### config.mk
export PLATFORM = sky130hd
export DESIGN_NAME = load_store_unit
export DESIGN_NICKNAME = d
export VERILOG_FILES = /design/src/rtl/load_store_unit.sv
export SDC_FILE = /design/constraint.sdc
export NUM_CORES = 1
export LEC_CHECK = 0
export ABC_AREA = 1
export ABC_CLOCK_PERIOD_IN_PS = 1800
export CORE_ASPECT_RATIO = 1.1
export CORE_MARGIN = 5
export CORE_UTILIZATION = 30
export DETAILED_ROUTE_END_ITERATION = 8
export HOLD_SLACK_MARGIN = 0.03
export PLACE_DENSITY = 0.59
export SYNTH_ARGS = -nofsm -noshare
export SYNTH_HDL_FRONTEND = slang
export SYNTH_SLANG_ARGS = --single-unit
### constraint.sdc
create_clock -name i_clk -period 1.8 [get_ports i_clk]
set_input_delay 0.27 -clock i_clk [delete_from_list [all_inputs] [get_ports i_clk]]
set_output_delay 0.27 -clock i_clk [all_outputs]
set_load 0.02 [all_outputs]
### src/rtl/load_store_unit.sv
// -----------------------------------------------------------------------------
// load_store_unit
//
// MEM-stage data-access unit sitting between the EX/MEM pipeline register and
// data-memory port B. Converts RV32 byte/halfword/word loads and stores into
// word-wide port-B accesses. Loads complete combinationally in the same cycle.
// Word stores and all MMIO stores are single-cycle writes. Sub-word stores to
// RAM run as a two-cycle read-modify-write, stalling the pipeline for the
// read cycle.
//
// Optional feature macro: LSU_MISALIGN_TRAP_EN
//   defined   : misaligned accesses are suppressed and flagged on o_misalign
//   undefined : o_misalign is tied to 0 and the address is force-aligned
//
// Ports:
//   i_clk, i_reset    core clock, synchronous active-high reset
//   i_req_*           memory operation held in the MEM stage
//   o_stall           freeze PC, IF/ID, ID/EX and EX/MEM this cycle
//   o_resp_valid      access completes this cycle
//   o_resp_rdata      sign/zero-extended load data
//   o_misalign        misaligned-access exception
//   o_mem_addr/o_mem_wdata/o_mem_we/i_mem_rdata   data-memory port B
// -----------------------------------------------------------------------------
module load_store_unit #(
    parameter int unsigned DATA_W  = 32,
    parameter logic [15:0] MMIO_HI = 16'hffff
) (
    input  logic              i_clk,
    input  logic              i_reset,
    input  logic              i_req_valid,
    input  logic              i_req_write,
    input  logic [2:0]        i_req_funct3,
    input  logic [DATA_W-1:0] i_req_addr,
    input  logic [DATA_W-1:0] i_req_wdata,
    output logic              o_stall,
    output logic              o_resp_valid,
    output logic [DATA_W-1:0] o_resp_rdata,
    output logic              o_misalign,
    output logic [DATA_W-1:0] o_mem_addr,
    output logic [DATA_W-1:0] o_mem_wdata,
    output logic              o_mem_we,
    input  logic [DATA_W-1:0] i_mem_rdata
);

    typedef enum logic {
        StIdle,
        StRmwWr
    } state_e;

    state_e r_state;
    state_e w_state_d;

    // Captured sub-word store context for the write half of the RMW
    logic [DATA_W-1:0] r_waddr;
    logic [1:0]        r_lane;
    logic              r_half;
    logic [15:0]       r_wdata;
    logic [DATA_W-1:0] r_old_word;

    logic              w_is_byte;
    logic              w_is_half;
    logic              w_is_word;
    logic              w_unsigned;
    logic              w_misalign;
    logic [DATA_W-1:0] w_addr_eff;
    logic [DATA_W-1:0] w_waddr;
    logic              w_mmio;
    logic              w_capture;
    logic [7:0]        w_byte;
    logic [15:0]       w_half;
    logic [DATA_W-1:0] w_load;
    logic [DATA_W-1:0] w_merged;

    // funct3[1:0] == 2'b11 (and so 011/111) falls into the word class, as does 110
    assign w_is_byte  = (i_req_funct3[1:0] == 2'b00);
    assign w_is_half  = (i_req_funct3[1:0] == 2'b01);
    assign w_is_word  = !w_is_byte && !w_is_half;
    assign w_unsigned = i_req_funct3[2];

`ifdef LSU_MISALIGN_TRAP_EN
    assign w_misalign = (w_is_half && i_req_addr[0]) || (w_is_word && (i_req_addr[1:0] != 2'b00));
    assign w_addr_eff = i_req_addr;
`else
    assign w_misalign = 1'b0;
    always_comb begin
        w_addr_eff = i_req_addr;
        if (w_is_half) begin
            w_addr_eff[0] = 1'b0;
        end else if (w_is_word) begin
            w_addr_eff[1:0] = 2'b00;
        end
    end
`endif

    assign w_waddr = {w_addr_eff[DATA_W-1:2], 2'b00};
    assign w_mmio  = (w_addr_eff[DATA_W-1 -: 16] == MMIO_HI);

    // Load lane select and extension
    always_comb begin
        w_byte = 8'h00;
        case (w_addr_eff[1:0])
            2'd0:    w_byte = i_mem_rdata[7:0];
            2'd1:    w_byte = i_mem_rdata[15:8];
            2'd2:    w_byte = i_mem_rdata[23:16];
            default: w_byte = i_mem_rdata[31:24];
        endcase
        w_half = w_addr_eff[1] ? i_mem_rdata[31:16] : i_mem_rdata[15:0];
        if (w_is_byte) begin
            w_load = {{(DATA_W-8){!w_unsigned && w_byte[7]}}, w_byte};
        end else if (w_is_half) begin
            w_load = {{(DATA_W-16){!w_unsigned && w_half[15]}}, w_half};
        end else begin
            w_load = i_mem_rdata;
        end
    end

    // Merge captured store data into the previously read word
    always_comb begin
        w_merged = r_old_word;
        if (r_half) begin
            if (r_lane[1]) begin
                w_merged[31:16] = r_wdata;
            end else begin
                w_merged[15:0] = r_wdata;
            end
        end else begin
            case (r_lane)
                2'd0:    w_merged[7:0]   = r_wdata[7:0];
                2'd1:    w_merged[15:8]  = r_wdata[7:0];
                2'd2:    w_merged[23:16] = r_wdata[7:0];
                default: w_merged[31:24] = r_wdata[7:0];
            endcase
        end
    end

    // Next-state and outputs; reset forces every output low in the same cycle
    always_comb begin
        w_state_d    = r_state;
        w_capture    = 1'b0;
        o_stall      = 1'b0;
        o_resp_valid = 1'b0;
        o_resp_rdata = '0;
        o_misalign   = 1'b0;
        o_mem_addr   = '0;
        o_mem_wdata  = '0;
        o_mem_we     = 1'b0;
        if (!i_reset) begin
            case (r_state)
                StIdle: begin
                    if (i_req_valid) begin
                        if (w_misalign) begin
                            o_misalign = 1'b1;
                        end else if (!i_req_write) begin
                            o_mem_addr   = w_waddr;
                            o_resp_valid = 1'b1;
                            o_resp_rdata = w_load;
                        end else if (w_is_word || w_mmio) begin
                            // MMIO sub-word stores write the whole wdata, no RMW
                            o_mem_addr   = w_waddr;
                            o_mem_wdata  = i_req_wdata;
                            o_mem_we     = 1'b1;
                            o_resp_valid = 1'b1;
                        end else begin
                            o_mem_addr = w_waddr;
                            o_stall    = 1'b1;
                            w_capture  = 1'b1;
                            w_state_d  = StRmwWr;
                        end
                    end
                end
                StRmwWr: begin
                    o_mem_addr   = r_waddr;
                    o_mem_wdata  = w_merged;
                    o_mem_we     = 1'b1;
                    o_resp_valid = 1'b1;
                    w_state_d    = StIdle;
                end
                default: w_state_d = StIdle;
            endcase
        end
    end

    always_ff @(posedge i_clk) begin
        if (i_reset) begin
            r_state    <= StIdle;
            r_waddr    <= '0;
            r_lane     <= 2'b00;
            r_half     <= 1'b0;
            r_wdata    <= 16'h0000;
            r_old_word <= '0;
        end else begin
            r_state <= w_state_d;
            if (w_capture) begin
                r_waddr    <= w_waddr;
                r_lane     <= w_addr_eff[1:0];
                r_half     <= w_is_half;
                r_wdata    <= i_req_wdata[15:0];
                r_old_word <= i_mem_rdata;
            end
        end
    end

endmodule

==> impl_summary.txt <==
----------------------------------------------------
[Die]
  Std-Cell Rows ... 56
  Io pins ... 203
  Die Ht ... 163.7 µm
  Starting density of the core ... 0.3036
  Placeable Area ... 0.02123 mm²
  Area of the die ... 0.02452 mm²
  Die extent in x ... 149.8 µm

[Power and ir drop]
  Fraction of power spent switching nets ... 0.3246
  Part of the total power dissipated in sequential elements ... 0.337
  Worst VDD drop ... 0.0003931 V
  Relative contribution of the clock network to total power ... 0.340
  Portion of total power attributed to combinational logic ... 0.323
  Total power draw ... 5.744 mW
  Cell-internal power ... 3.879 mW
  Psw ... 1.865 mW
  Pwr/cell area ... 497.3 mW/mm²
  Static power due to leakage ... 5.746 nW

[Route]
  Drt total wl ... 28,210 µm
  Total length of routed met3 wires ... 2254 µm
  Met1 layer wirelength in the final routing ... 12,140 µm
  Post-detailed-route wirelength per cell ... 15.70 µm
  Antenna Violating Nets Remaining ... 0
  Routed wl met2 ... 13,210 µm
  Avg Vias per Cell ... 4.807
  Iteration-0 DRC Markers ... 625
  Top sig layer ... met5
  Total vias in the final route ... 8,634
  Number of iterations in the first detailed-routing pass ... 5
  Post-detailed-route DRC marker count ... 0

[Clock tree]
  CTS Hold Bufs ... 0
  Later-pin clock latency in the skew report ... 0.35 ns
  CTS clock-pin slew for the worst setup and hold paths ... 0.06 ns
  CTS tree ... done
  Number of buffers created by CTS ... 9
  CTS Root Buffer Type ... sky130_fd_sc_hd__clkbuf_16
  Sinks on the clock net ... 82
  Clock H-tree levels ... 3
  Number of buffers on the longest clock path ... 2

[Global route]
  GRT Util Overall ... 0.2213
  Vias in the first global route ... 8,298
  Global-route wire length before repair ... 43,610 µm
  Total congestion overflow ... 0
  Largest net degree at the start of global routing ... 39
  Antenna violations before repair ... 5

[STA]
  Post-layout min period ... 2.051 ns
  Fmax ... 487.7 MHz
  RSZ-0062 raised after global routing ... yes
  Number of endpoints failing setup at the final stage ... 63
  Hold slack final ... 0.3449 ns
  Max Transition Viols Final ... 0
  Final Hold Vio Count ... 0
  Layout Skew ... 0.007190 ns
  Period Utilization, post-route ... 1.139
  Minimum setup slack in the final design ... -0.2505 ns

[Setup path]
  Largest stage delay, worst path ... 0.38 ns
  Number of cells on the worst reg-to-reg path ... 10
  CP Data Required Time ... 1.53 ns
  Type of element launching the critical path ... flip-flop
  Kind of end point of the critical path ... output port
  Worst setup path category ... flip-flop to output port
  Critical path, cell by cell ... buf_12 -> clkbuf_16 -> o211ai_1 -> nand3_2 -> nand2_2 -> nand2_1 -> a21oi_2 -> buf_6
  Worst Path Max Fanout ... 10
  Worst path arrival time ... 1.78 ns
  Cell with the largest stage delay on the worst path ... sky130_fd_sc_hd__dfxtp_4

[Synth]
  Post-synthesis cell area ... 0.006445 mm²
  Mapped Cells ... 1,166
  Per-instance average area after synthesis ... 5.527 µm²
  Synth cell types ... 27
  Sequential area share after synthesis ... 0.2547
  Yosys warnings ... 0
  #FFs+latches synth ... 82

[Final layout]
  Area growth syn-to-layout ... 79.19%
  Count of nets after finishing ... 1,600
  Fraction of layout instances using a drive strength above 1 ... 0.3648
  Number of fillers in the final layout ... 2,054

[Worst hold path]
  Worst min path class ... primary input to flip-flop
  Cell count of the worst hold path ... 4

[Place]
  Post-detailed-placement half-perimeter wirelength ... 18,960 µm
  Final weighted congestion in routability-driven placement ... 0.8957
  Buffers on Ports ... 199

[Run status]
  Result of the run ... complete, but fails checks
  Failing checks ... negative setup slack

[Run]
  Max capacitance violation total ... 0

----------------------------------------------------
## worst max-delay path: cells and delay by family, from the launching register on
family | cells | cell delay (ns)
flops | 1 | 0.38
simple gates | 3 | 0.29
buf+inv | 3 | 0.44
compound gates | 2 | 0.32
## final timing paths
kind	from	to	slack [ns]
setup / recovery	r_lane[1]	o_mem_wdata[22]	-0.25
setup reg to reg	r_state	r_old_word[31]	0.02
hold reg to reg	r_waddr[26]	r_waddr[26]	0.52
hold / removal	i_req_funct3[0]	r_half	0.34
## per-stage QoR
stage          setup TNS, ns    util  std cells  worst slack (ns)  area (µm²)
2_1_floorplan              0       -       1168           0.07040        6452
3_3_place_gp         -101.77  0.4648       1743           -0.8141        9867
3_5_place_dp         -100.59  0.4648       1743           -0.8496        9867
4_1_cts               -8.664  0.5250       1785           -0.2284       11150
5_1_grt               -14.95  0.5440       1796           -0.3546       11550
6_report              -9.131  0.5440       1796           -0.2505       11550
## metal layers
layer | track usage | vias up
li1 | - | 4328
met1 | 0.2944 | 3938
met2 | 0.3576 | 329
met3 | 0.05105 | 37
met4 | 0.06656 | 2
met5 | 0 | -
## timing repair
action / 4_1_cts / 5_1_grt
gates cloned: 9 / 2
buffers inserted: 18 / 10
pin swaps: 82 / 30
setup endpoints to repair: 177 / 88
resized for setup: 786 / 105
## cell families after synthesis
group,after synthesis,synth area share
compound gates,145,0.1378
buf+inv,258,0.1607
flops,82,0.2547
other cells,1,0.0005819
simple gates,680,0.4461
## layout by cell type (no fill, tap or decap), types with 9 or more instances in the layout
cell / Yosys / routed
sky130_fd_sc_hd__a21oi_1: 57 / 38
sky130_fd_sc_hd__a21oi_2: 0 / 18
sky130_fd_sc_hd__buf_12: 0 / 24
sky130_fd_sc_hd__buf_2: 26 / 29
sky130_fd_sc_hd__buf_4: 3 / 178
sky130_fd_sc_hd__buf_6: 3 / 60
sky130_fd_sc_hd__clkbuf_16: 0 / 11
sky130_fd_sc_hd__clkdlybuf4s50_1: 0 / 75
sky130_fd_sc_hd__dfxtp_1: 82 / 77
sky130_fd_sc_hd__inv_1: 171 / 159
sky130_fd_sc_hd__inv_2: 3 / 11
sky130_fd_sc_hd__nand2_1: 358 / 314
sky130_fd_sc_hd__nand2_2: 1 / 40
sky130_fd_sc_hd__nand3_1: 77 / 32
sky130_fd_sc_hd__nand3_2: 3 / 44
sky130_fd_sc_hd__nand4_1: 41 / 41
sky130_fd_sc_hd__nor2_1: 163 / 135
sky130_fd_sc_hd__nor2_4: 1 / 32
sky130_fd_sc_hd__o211ai_1: 16 / 16
sky130_fd_sc_hd__o21ai_0: 30 / 12
sky130_fd_sc_hd__o21ai_1: 10 / 18
sky130_fd_sc_hd__o21ai_2: 0 / 9
sky130_fd_sc_hd__o32ai_1: 30 / 21
sky130_fd_sc_hd__o32ai_2: 0 / 9
sky130_fd_sc_hd__or2_2: 32 / 32
## state kept, by name, indices dropped and copies added, names as in the netlist
signal      count
r_half          1
r_lane          2
r_old_word     32
r_state         1
r_waddr        30
r_wdata        16
## power groups by stage
stage / Clock, mW / Sequential (mW) / Combinational [mW]
final: 1.95 / 1.93 / 1.86
after floorplan: 0 / 1.95 / 0.736
after detailed placement: 0 / 1.97 / 1.56
after global placement: 0 / 1.97 / 1.56
after CTS: 1.99 / 1.93 / 1.77
after global routing: 2.06 / 1.94 / 2.02
## final cells by class
class                      count  area [µm²]  share of cell area
multi-input combinational    828        4622              0.4002
timing repair buffer         401        3914              0.3389
sequential                    82        1653              0.1431
inverter                     175       678.2             0.05872
tap                          290       362.8             0.03142
clock buffer                   9       225.2             0.01950
clock inverter                 7       83.83            0.007259
antenna                        4       10.01           0.0008667
## synth_stat cells
cell                         n  share of area
sky130_fd_sc_hd__a21boi_2    1         0.0017
sky130_fd_sc_hd__a21oi_1    57          0.044
sky130_fd_sc_hd__a221oi_1    1         0.0014
sky130_fd_sc_hd__buf_1      10         0.0058
sky130_fd_sc_hd__buf_2      26          0.020
sky130_fd_sc_hd__buf_4       3         0.0035
sky130_fd_sc_hd__buf_6       3         0.0052
sky130_fd_sc_hd__clkbuf_1   41          0.024
sky130_fd_sc_hd__clkinv_2    1        0.00078
sky130_fd_sc_hd__conb_1      1        0.00058
sky130_fd_sc_hd__dfxtp_1    82           0.25
sky130_fd_sc_hd__inv_1     171           0.10
sky130_fd_sc_hd__inv_2       3         0.0017
sky130_fd_sc_hd__nand2_1   358           0.21
sky130_fd_sc_hd__nand2_2     1        0.00097
sky130_fd_sc_hd__nand2_4     1         0.0017
sky130_fd_sc_hd__nand3_1    77          0.060
sky130_fd_sc_hd__nand3_2     3         0.0047
sky130_fd_sc_hd__nand4_1    41          0.040
sky130_fd_sc_hd__nor2_1    163          0.095
sky130_fd_sc_hd__nor2_2      3         0.0029
sky130_fd_sc_hd__nor2_4      1         0.0017
sky130_fd_sc_hd__o211ai_1   16          0.019
sky130_fd_sc_hd__o21ai_0    30          0.023
sky130_fd_sc_hd__o21ai_1    10         0.0078
sky130_fd_sc_hd__o32ai_1    30          0.041
sky130_fd_sc_hd__or2_2      32          0.031
Note: power is estimated with default switching activity, not from simulation.
